### src/rtl/lc4_ss_pkg.sv
// Shared LC4 superscalar constants used by the register file, decode and
// the dependence/stall logic.
package lc4_ss_pkg;

  localparam int unsigned LC4_NREG      = 8;
  localparam int unsigned LC4_REG_SEL_W = 3;
  localparam int unsigned LC4_WORD_W    = 16;

endpackage

### src/rtl/lc4_ss_reg_cell.sv
// One architectural register: async active-high clear, gated parallel load.
module lc4_ss_reg_cell #(
  parameter int unsigned Width = 16
) (
  input  logic             clk,
  input  logic             rst,
  input  logic             en_i,
  input  logic [Width-1:0] d_i,
  output logic [Width-1:0] q_o
);

  logic [Width-1:0] data_q;

  always_ff @(posedge clk or posedge rst) begin
    if (rst) begin
      data_q <= '0;
    end else if (en_i) begin
      data_q <= d_i;
    end
  end

  assign q_o = data_q;

endmodule

### src/rtl/lc4_regfile_ss.sv
// Two-wide LC4 register file: 4 combinational read ports with write-before-read
// bypass, 2 write ports where the younger pipe B wins a same-register conflict.
module lc4_regfile_ss
  import lc4_ss_pkg::*;
#(
  parameter int unsigned n    = LC4_WORD_W,
  parameter int unsigned NREG = LC4_NREG
) (
  input  logic                    clk,
  input  logic                    rst,
  input  logic                    gwe,
  input  logic [$clog2(NREG)-1:0] i_rs_A,
  output logic [n-1:0]            o_rs_data_A,
  input  logic [$clog2(NREG)-1:0] i_rt_A,
  output logic [n-1:0]            o_rt_data_A,
  input  logic [$clog2(NREG)-1:0] i_rs_B,
  output logic [n-1:0]            o_rs_data_B,
  input  logic [$clog2(NREG)-1:0] i_rt_B,
  output logic [n-1:0]            o_rt_data_B,
  input  logic [$clog2(NREG)-1:0] i_rd_A,
  input  logic [n-1:0]            i_wdata_A,
  input  logic                    i_rd_we_A,
  input  logic [$clog2(NREG)-1:0] i_rd_B,
  input  logic [n-1:0]            i_wdata_B,
  input  logic                    i_rd_we_B
);

  localparam int unsigned SelW   = $clog2(NREG);
  localparam int unsigned NPorts = 4;

  logic [NREG-1:0][n-1:0]     reg_val;
  logic [NPorts-1:0][SelW-1:0] rd_sel;
  logic [NPorts-1:0][n-1:0]    rd_data;

  for (genvar r = 0; r < NREG; r++) begin : g_reg
    logic hit_a, hit_b;

    assign hit_a = i_rd_we_A && (i_rd_A == SelW'(r));
    assign hit_b = i_rd_we_B && (i_rd_B == SelW'(r));

    // B is younger, so its data wins when both pipes target this register.
    lc4_ss_reg_cell #(
      .Width(n)
    ) u_cell (
      .clk  (clk),
      .rst  (rst),
      .en_i (gwe && (hit_a || hit_b)),
      .d_i  (hit_b ? i_wdata_B : i_wdata_A),
      .q_o  (reg_val[r])
    );
  end

  assign rd_sel = {i_rt_B, i_rs_B, i_rt_A, i_rs_A};

  for (genvar p = 0; p < NPorts; p++) begin : g_rd
    logic [n-1:0] port_data;

    // Bypass order mirrors the write conflict rule, so the read value always
    // equals what the array will hold after the edge.
    always_comb begin
      port_data = reg_val[rd_sel[p]];
      if (gwe && i_rd_we_A && (rd_sel[p] == i_rd_A)) begin
        port_data = i_wdata_A;
      end
      if (gwe && i_rd_we_B && (rd_sel[p] == i_rd_B)) begin
        port_data = i_wdata_B;
      end
      if (rst) begin
        port_data = '0;
      end
    end

    assign rd_data[p] = port_data;
  end

  assign o_rs_data_A = rd_data[0];
  assign o_rt_data_A = rd_data[1];
  assign o_rs_data_B = rd_data[2];
  assign o_rt_data_B = rd_data[3];

endmodule

### config.mk
export PLATFORM = sky130hd
export DESIGN_NAME = lc4_regfile_ss
export DESIGN_NICKNAME = d
export VERILOG_FILES = /design/src/rtl/lc4_ss_pkg.sv /design/src/rtl/lc4_ss_reg_cell.sv /design/src/rtl/lc4_regfile_ss.sv
export SDC_FILE = /design/constraint.sdc
export NUM_CORES = 1
export LEC_CHECK = 0
export ABC_AREA = 0
export CORE_MARGIN = 3
export CORE_UTILIZATION = 50
export CTS_BUF_LIST = sky130_fd_sc_hd__clkbuf_2
export CTS_CLUSTER_DIAMETER = 120
export DETAILED_ROUTE_END_ITERATION = 16
export PLACE_DENSITY = 0.69
export SLEW_MARGIN = 10
export SYNTH_ARGS = -nofsm -noshare
export SYNTH_HDL_FRONTEND = slang
export SYNTH_SLANG_ARGS = --single-unit
export TNS_END_PERCENT = 100
### constraint.sdc
create_clock -name clk -period 14.5 [get_ports clk]
set_clock_uncertainty 0.2 [all_clocks]
set_input_delay 4.35 -clock clk [delete_from_list [all_inputs] [get_ports clk]]
set_output_delay 4.35 -clock clk [all_outputs]
set_load 0.005 [all_outputs]
Yosys cells after proc, flatten, opt, wreduce, memory -nomap -nowiden
Cells that the tools add are included.

Flip-flop bits (word level): 128.

Reduce and logical (&&, ||, !) cells: 44. Order comparisons: 4. Equality and inequality tests: 22. Muxes and demuxes: 28.

Operators by type and width (number): $mux 16 (24); $bmux 16 s3 (4); $logic_and 1x1->1 (34); $eq 3x3->1 (8); $eq 3x3->1 const B (8); $lt 3x4->1 const B (4); $eq 3x2->1 const B (4); $logic_or 1x1->1 (8); $eq 3x1->1 const B (2); $logic_not 3->1 (2).

Logic depth before layout (Yosys ltp)
Gate-level depths: netlist of the first run.

Word-level depth: 5. Depth in mapped cells: 7. Mapped depth without buffers: 4.

By module
Synthesis of the first run repeated with hierarchy kept, for this count alone.

Cells, all modules: 1191. Area total of the unflattened synthesis: 13320.3 um^2.

By module, submodules not included: lc4_regfile_ss (area an instance 8095.3 um^2, cells each 911, seq. area each 0.0 um^2, instances 1); lc4_ss_reg_cell (area an instance 653.1 um^2, cells each 35, seq. area each 400.4 um^2, instances 8).

Worst setup path after synthesis of the first run
Ideal clock, no wire load.

Kind: input -> output. Start: input rst. End: output o_rs_data_A[0]. Slack: 0.679 ns. Arrival: 9.271 ns. Path buffers: 2. Required time: 9.950 ns. Stages on the path: 5. Cell sequence: inv_1 > clkbuf_1 > clkbuf_1 > o21ai_0 > a31oi_1.

Longest elaborated chain between the ends: 1.

Ends and longest elaborated chain: start: declaration (RTL line lc4_regfile_ss.sv:10) `input logic rst,`; $mux 16 (RTL line lc4_regfile_ss.sv:68) `if (rst) begin`; end: declaration (RTL line lc4_regfile_ss.sv:13) `output logic [n-1:0] o_rs_data_A,`.

Every way passes these cells.

Worst setup path in the final report of the first run
Start: input i_rd_B[2]. End: output o_rs_data_B[13].

Longest elaborated chain between the ends: 4.

Ends and longest elaborated chain: start: declaration (RTL line lc4_regfile_ss.sv:23) `input logic [$clog2(NREG)-1:0] i_rd_B,`; $eq 3x3->1 (RTL line lc4_regfile_ss.sv:65) `if (gwe && i_rd_we_B && (rd_sel[p] == i_rd_B)) begin`; $logic_and 1x1->1 (RTL line lc4_regfile_ss.sv:65); $mux 16 (RTL line lc4_regfile_ss.sv:65); $mux 16 (RTL line lc4_regfile_ss.sv:68); end: declaration (RTL line lc4_regfile_ss.sv:17) `output logic [n-1:0] o_rs_data_B,`.

Every way passes these cells.

==> summary.log, run 1 <==
qor: power.sequential_cell_fraction_of_total_power 40.3%
qor: clock_network.root_buffer clkbuf_2
qor: min_path.holdPathEnd g_reg[6].u_cell.q_o[3]$_DFFE_PP0P_
qor: clock_network.htreeDepth 4
qor: power.p_int 0.823 mW
qor: place.place.gp.congestion 0.992
qor: synth.share_of_yosys_cell_area_claimed_by_the_top_area_cell_type 27.1%
qor: setup_path.criticalPathCategory in2out
qor: route.detail_route.vias_per_cell 6.75
qor: synth.yosys.cell_types.count 26
qor: power.clockPowerShare 19.7%
qor: power.share_comb_of_total_power 39.9%
qor: layout.fin_cells 1659
qor: setup_path.ff_to_ff_setup_slack 13.55 ns
qor: setup_path.path_common_cell clkdlybuf4s50_1
qor: min_path.timing.hold.worst.class reg2reg
qor: setup_path.crit_path_max_incr_delay 0.98 ns
qor: place.post-place-cells 1626
qor: route.drcViolationCount 0
qor: sta.layout_min_cycle_time 12.20 ns
qor: synth.seq_area_frac_synth 27.1%
qor: synth.ys_dominant_reg_cell dfrtp_1
qor: layout.nets 1387
qor: route.final_antenna_net_count 0
qor: setup_path.timing.critical_path.slowest_stage_cell clkdlybuf4s50_1
qor: synth.yosys-top-cells-count mux2i_1 (256), nand2_1 (192), o21ai_0 (188), dfrtp_1 (128), clkbuf_1 (84)
qor: layout.final_design_area_no_fill 0.0133 mm²
qor: min_path.origin_of_the_worst_min_delay_path g_reg[6].u_cell.q_o[3]$_DFFE_PP0P_
qor: global_routing.grt_first_pass_wirelength 66600 µm
qor: flow_run.drv_cap 0
qor: clock_network.tritoncts_clock_tree yes
qor: sta.finalCritPeriodShare 84.1%
qor: global_routing.grt_start_max_net_pins 93
qor: floorplan.die_ar 0.0255 mm²
qor: power.p_per_area 102 mW/mm²
qor: setup_path.worst_ep_arrival_time 7.65 ns
qor: floorplan.initial_core_util 51.6%
qor: global_routing.initial_antenna_violation_count 1
qor: synth.fraction_of_registers_with_async_set_or_reset_after_synthesis 100%
qor: floorplan.die-height 160 µm
qor: synth.synth.net_count 1377
qor: setup_path.worstPathCellList clkdlybuf4s50_1, xnor2_1, nand4_1, o21ai_0, a31oi_1, clkdlybuf4s50_1
qor: global_routing.globalRoute.totalOverflow 0
qor: route.wl 44100 µm
qor: route.vias 11.2k
qor: setup_path.worst_r2r_endpoint g_reg[3].u_cell.q_o[12]$_DFFE_PP0P_
qor: synth.synthesis.instances 1322
qor: run_status.outcome finished, final reports clean
qor: power.power.share.switching 39.1%
qor: clock_network.max-clock-path-buffers 2
qor: clock_network.numCtsBuffers 17
qor: synth.yosysWarnings 0
qor: sta.final.setup.worst_slack 2.30 ns
qor: route.initialDrtViolationCount 1391
qor: global_routing.grt_usage 33.9%
qor: sta.timing_hold_violations_final 0
qor: clock_network.clk_pin_slew 0.17 ns
qor: place.area_of_placed_instances 0.0130 mm²
qor: place.pre_cts_slack 2.39 ns
qor: setup_path.rr_worst_depth 2
qor: floorplan.die_width 160 µm
qor: route.post_drt_wl_per_cell 26.6 µm
qor: sta.final-setup-viol-count 0
qor: sta.timing.final.max_slew_violations 0
qor: layout.area_growth_syn_to_layout 12.1%
qor: layout.drive_gt1_share 10.9%
qor: floorplan.num_rows 55
qor: sta.slew_headroom 18.6%
qor: synth.synth.area.top_cells dfrtp_1 (27%), mux2i_1 (22%), mux4_2 (12%)
qor: setup_path.startpoint_class_of_the_critical_path input pin
qor: synth.syn-mean-instance-area 8.95 µm²
qor: place.detailed_placement_wirelength_estimate 29300 µm
qor: clock_network.clk_sinks 128
qor: synth.synth_top_area_cell dfrtp_1
qor: place.portBuffers 118
qor: layout.fillerInstances 2031
qor: floorplan.core-area 0.0229 mm²
qor: synth.ys_seq_elements 128
qor: global_routing.grt_pass1_vias 10.4k
qor: clock_network.post_cts_resized 0
qor: clock_network.holdBufCountCts 0
qor: clock_network.post-cts-setup-buffer-count 0
qor: synth.synth_enable_flop_cells 0
qor: synth.synth.most_common_cell mux2i_1
qor: setup_path.timing.critical_path.to_type primary output
qor: sta.worstMarginPinSlew 1.22 ns
qor: power.net-switching-power 0.528 mW
qor: floorplan.number_of_ports_placed_on_the_die_boundary 119
qor: route.drt-pass1-iter-count 7
qor: setup_path.cp_data_required_time 9.95 ns
qor: power.power.ir.vdd_worst 52.5 µV
qor: layout.largest_register_ffs 128
qor: power.cellLeakagePower 5.66 nW
qor: sta.grt_setup_unrepaired no
qor: power.post-layout-total-power 1.35 mW
qor: clock_network.clk_lat_worst_skew 0.77 ns
qor: sta.max_clock_freq 82.0 MHz
qor: setup_path.critical_path.max_fanout 32
qor: sta.setup_total_negative_slack 0 ns
qor: synth.synth_area 0.0118 mm²
qor: setup_path.reg2reg_from g_reg[3].u_cell.q_o[12]$_DFFE_PP0P_
qor: min_path.worst_hold_path.num_cells 2
## cell usage in the layout, fill, tap and decap left out, types with 2 or more instances in the layout
master,Yosys,final
mux2i_1,256,256
nand2_1,192,192
o21ai_0,188,184
dfrtp_1,128,128
clkdlybuf4s50_1,0,114
mux4_2,64,64
nand2b_1,64,64
a22oi_1,64,64
nand3_1,64,64
a31oi_1,64,64
buf_4,23,36
xnor2_1,24,24
clkbuf_2,0,18
nand4_1,9,9
o21ai_2,0,8
o21ai_1,12,8
and4_1,6,6
and4b_1,6,6
nor2b_1,4,4
clkinv_4,0,4
bufinv_16,0,4
nor4bb_4,0,3
nor4bb_1,6,3
nor2_1,4,3
clkinvlp_4,0,3
nand4b_2,2,2
and2_1,2,2
clkinv_2,0,2
## power groups by stage
stage | registers, mW | clock network, mW | logic [mW]
floorplan | 0.515 | 0 | 0.356
global placement | 0.540 | 0 | 0.517
detailed placement | 0.547 | 0 | 0.529
CTS | 0.541 | 0.267 | 0.529
global route | 0.560 | 0.284 | 0.579
finish | 0.545 | 0.266 | 0.539
## routing by layer
| layer | vias up | global-route usage [%] | routed length, µm |
|---|---|---|---|
| li1 | 4904 | - | - |
| met1 | 5463 | 48.7 | 18000 |
| met2 | 703 | 50.6 | 19400 |
| met4 | 0 | 10.6 | 1510 |
| met5 | - | 0 | 0 |
| met3 | 121 | 8.43 | 5150 |
## cell type report
cell class	instances	area, µm²	share of cell area (%)
Tap cell	313	392	2.95
Antenna cell	1	2.50	0.0189
Sequential cell	128	3200	24.2
Clock inverter	14	191	1.44
Clock buffer	18	90.1	0.680
Timing Repair Buffer	150	1410	10.6
Multi-Input combinational cell	1034	7960	60.0
Inverter	1	8.76	0.0661
## worst max-delay path, delay by kind of cell
family | cells | cell delay, ns
buf+inv | 2 | 1.51
simple gates | 1 | 0.97
compound gates | 2 | 0.62
xor+xnor | 1 | 0.19
## worst max-delay path by stage
stage | start | end | slack (ns) | cells past startpoint
after global routing | i_rs_B[2] | o_rs_data_B[11] | 2.13 | 6
after global placement | i_rs_B[2] | o_rs_data_B[13] | 2.49 | 6
after floorplan | rst | o_rs_data_A[0] | 0.68 | 5
after detailed placement | i_rs_B[2] | o_rs_data_B[11] | 2.39 | 6
final | i_rd_B[2] | o_rs_data_B[13] | 2.30 | 6
after CTS | i_rs_B[2] | o_rs_data_B[11] | 2.39 | 6
## stage by stage
stage | hold slack [ns] | utilization, %
floorplan | 0.292 | -
global placement | 0.320 | 56.6
detailed placement | 0.326 | 56.6
CTS | 0.364 | 57.8
global route | 0.400 | 57.9
finish | 0.363 | 57.9
## cell families after synthesis
logic type,synth area share (%)
XOR/XNOR,1.78
buffers and inverters,6.34
AO/OA/AOI/OAI,15.9
multiplexers,33.9
flip-flops,27.1
AND/OR/NAND/NOR,15.0
No activity file was read; power rests on OpenSTA's default activity.
==> run 2: changes to the inputs <==
==> constraint.sdc (replaced) <==
create_clock -name clk -period 12.08 [get_ports clk]
set_clock_uncertainty 0.2 [all_clocks]
set_input_delay 3.624 -clock clk [delete_from_list [all_inputs] [get_ports clk]]
set_output_delay 3.624 -clock clk [all_outputs]
set_load 0.005 [all_outputs]
==> run 2 against run 1 <==
Clock power increased by 29%. Via count decreased by 0.85%. Non-clock buffer count increased by 9. Combinational power increased by 19%. Sequential power increased by 20%. Largest cell class unchanged.
==> summary.log, run 2 (synthesis results as in run 1) <==
qor: min_path.timing.hold.worst.class reg2reg [unchanged]
qor: clock_network.holdBufCountCts 0 [unchanged]
qor: sta.hold_slack 0.369 ns [was 0.363 ns]
qor: min_path.worst_hold_path.num_cells 2 [unchanged]
qor: sta.timing.final.max_slew_violations 0 [unchanged]
qor: sta.final-setup-viol-count 0 [unchanged]
qor: setup_path.ff_to_ff_setup_slack 11.10 ns [was 13.55 ns]
qor: global_routing.grt_first_pass_wirelength 63800 µm [was 66600 µm]
qor: place.post-place-cells 1634 [was 1626]
qor: floorplan.core-area 0.0229 mm² [unchanged]
qor: setup_path.critical_path.max_fanout 20 [was 32]
qor: layout.fin_cells 1668 [was 1659]
qor: setup_path.rr_worst_depth 2 [unchanged]
qor: global_routing.initial_antenna_violation_count 1 [unchanged]
qor: clock_network.numCtsBuffers 17 [unchanged]
qor: power.power.ir.vdd_worst 80.7 µV [was 52.5 µV]
qor: setup_path.criticalPathCategory in2out [unchanged]
qor: global_routing.grt_start_max_net_pins 84 [was 93]
qor: flow_run.drv_cap 0 [unchanged]
qor: route.post_drt_wl_per_cell 25.3 µm [was 26.6 µm]
qor: setup_path.cp_data_required_time 8.26 ns [was 9.95 ns]
qor: layout.largest_register_ffs 128 [unchanged]
qor: floorplan.die_width 160 µm [unchanged]
qor: floorplan.number_of_ports_placed_on_the_die_boundary 119 [unchanged]
qor: global_routing.globalRoute.totalOverflow 0 [unchanged]
qor: sta.setup_total_negative_slack 0 ns [unchanged]
qor: sta.layout_min_cycle_time 10.67 ns
qor: setup_path.timing.critical_path.slowest_stage_cell clkdlybuf4s50_1 [unchanged]
qor: clock_network.root_buffer clkbuf_2 [unchanged]
qor: setup_path.path_common_cell clkdlybuf4s50_1 [unchanged]
qor: sta.grt_setup_unrepaired no [unchanged]
qor: clock_network.max-clock-path-buffers 2 [unchanged]
qor: setup_path.crit_path_max_incr_delay 1.03 ns [was 0.98 ns]
qor: sta.worstMarginPinSlew 1.18 ns [was 1.22 ns]
qor: power.cellLeakagePower 5.72 nW [was 5.66 nW]
qor: clock_network.post_cts_resized 0 [unchanged]
qor: clock_network.clk_pin_slew 0.20 ns [was 0.17 ns]
qor: setup_path.reg2reg_from g_reg[7].u_cell.q_o[5]$_DFFE_PP0P_ [was g_reg[3].u_cell.q_o[12]$_DFFE_PP0P_]
qor: floorplan.num_rows 55 [unchanged]
qor: global_routing.grt_pass1_vias 10.3k [was 10.4k]
qor: sta.max_clock_freq 93.7 MHz
qor: layout.mostFrequentLayoutCell mux2i_1 [unchanged]
qor: route.wl 42200 µm [was 44100 µm]
qor: clock_network.post-cts-setup-buffer-count 0 [unchanged]
qor: route.initialDrtViolationCount 1387 [was 1391]
qor: run_status.outcome finished, final reports clean [unchanged]
qor: global_routing.grt_usage 32.3% [was 33.9%]
qor: layout.final_cell_mix mux2i_1 (256), nand2_1 (192), o21ai_0 (184) [unchanged]
qor: route.final_antenna_net_count 0 [unchanged]
qor: place.place.gp.congestion 0.957 [was 0.992]
qor: place.portBuffers 118 [unchanged]
qor: sta.slew_headroom 21.3% [was 18.6%]
qor: setup_path.cp.buffers_inverters 2 [unchanged]
qor: route.drcViolationCount 0 [unchanged]
qor: clock_network.clk_lat_worst_skew 0.71 ns [was 0.77 ns]
qor: place.detailed_placement_wirelength_estimate 29300 µm [about the same]
qor: route.drt-pass1-iter-count 6 [was 7]
qor: setup_path.worst_ep_arrival_time 6.84 ns [was 7.65 ns]
qor: sta.timing_hold_violations_final 0 [unchanged]
qor: setup_path.timing.critical_path.to_type primary output [unchanged]
qor: route.detail_route.vias_per_cell 6.65 [was 6.75]
qor: setup_path.cp_top_family buffers and inverters [unchanged]
qor: power.p_per_area 123 mW/mm² [was 102 mW/mm²]
qor: setup_path.startpoint_class_of_the_critical_path input pin [unchanged]
qor: sta.finalCritPeriodShare 88.3%
qor: min_path.origin_of_the_worst_min_delay_path g_reg[5].u_cell.q_o[0]$_DFFE_PP0P_ [was g_reg[6].u_cell.q_o[3]$_DFFE_PP0P_]
qor: route.vias 11.1k [was 11.2k]
qor: clock_network.clk_sinks 128 [unchanged]
qor: layout.nets 1396 [was 1387]
qor: setup_path.worst_r2r_endpoint g_reg[7].u_cell.q_o[5]$_DFFE_PP0P_ [was g_reg[3].u_cell.q_o[12]$_DFFE_PP0P_]
qor: setup_path.worstPathCellList clkdlybuf4s50_1, xnor2_1, and4_1, nand2_1, a31oi_1, clkdlybuf4s50_1 [was clkdlybuf4s50_1, xnor2_1, nand4_1, o21ai_0, a31oi_1, clkdlybuf4s50_1]
qor: min_path.holdPathEnd g_reg[5].u_cell.q_o[0]$_DFFE_PP0P_ [was g_reg[6].u_cell.q_o[3]$_DFFE_PP0P_]
qor: layout.drive_gt1_share 11.4% [was 10.9%]
qor: floorplan.initial_core_util 51.6% [unchanged]
qor: clock_network.tritoncts_clock_tree yes [unchanged]
qor: floorplan.die_ar 0.0255 mm² [unchanged]
qor: layout.area_growth_syn_to_layout 12.9% [was 12.1%]
qor: floorplan.die-height 160 µm [unchanged]
qor: clock_network.htreeDepth 4 [unchanged]
## run 2: cell types whose count changed in the layout (fill, tap and decap cells not counted), sizes merged
cell    before  now
inv          1    2
buf         36   45
clkinv       7    4
bufinv       4    5
clkbuf      18   19
## run 2: per-layer routing
| metal | vias to the layer above | global-route usage, % | wire [µm] |
|---|---|---|---|
| met2 | 743 | 48.1 | 18400 |
| li1 | 4914 | - | - |
| met1 | 5316 | 46.2 | 16800 |
| met3 | 123 | 7.78 | 5330 |
| met5 | - | 0 | 0 |
| met4 | 0 | 11.0 | 1620 |
## run 2: power by group
part / switching (mW) / internal (mW) / total, mW
registers: 0.129 / 0.525 / 0.654
clock network: 0.183 / 0.159 / 0.342
logic: 0.313 / 0.327 / 0.640
## run 2: per-stage QoR
stage	utilization (%)	cell area (µm²)	setup slack, ns	total power, mW
floorplan	-	11800	1.97	1.05
global placement	56.9	13000	1.30	1.26
detailed placement	56.9	13000	1.27	1.28
CTS	58.2	13300	1.26	1.62
global route	58.3	13400	1.26	1.73
finish	58.3	13400	1.41	1.64
## run 2: cell type report
class                           instances  area [µm²]
Multi-Input combinational cell       1034        7960
Clock inverter                         13         211
Timing Repair Buffer                  159        1480
Antenna cell                            1        2.50
Sequential cell                       128        3200
Fill cell                            2043        9560
Clock buffer                           19        95.1
Inverter                                1        8.76
Tap cell                              313         392
## run 2: worst min-delay path, cell delays in order, from the launching register on
cell and delay (ns):
dfrtp_1 0.43, nand2_1 0.06, o21ai_0 0.06
## run 2: worst max path at each step
stage                          from              end  cells after the start
after floorplan                 rst   o_rs_data_A[0]                      5
after global placement    i_rd_B[2]  o_rt_data_B[14]                      5
after detailed placement  i_rd_B[2]   o_rt_data_B[5]                      6
after CTS                 i_rd_B[2]   o_rt_data_B[5]                      6
after global routing      i_rd_B[2]   o_rs_data_A[6]                      7
final                     i_rt_A[1]   o_rt_data_A[1]                      6
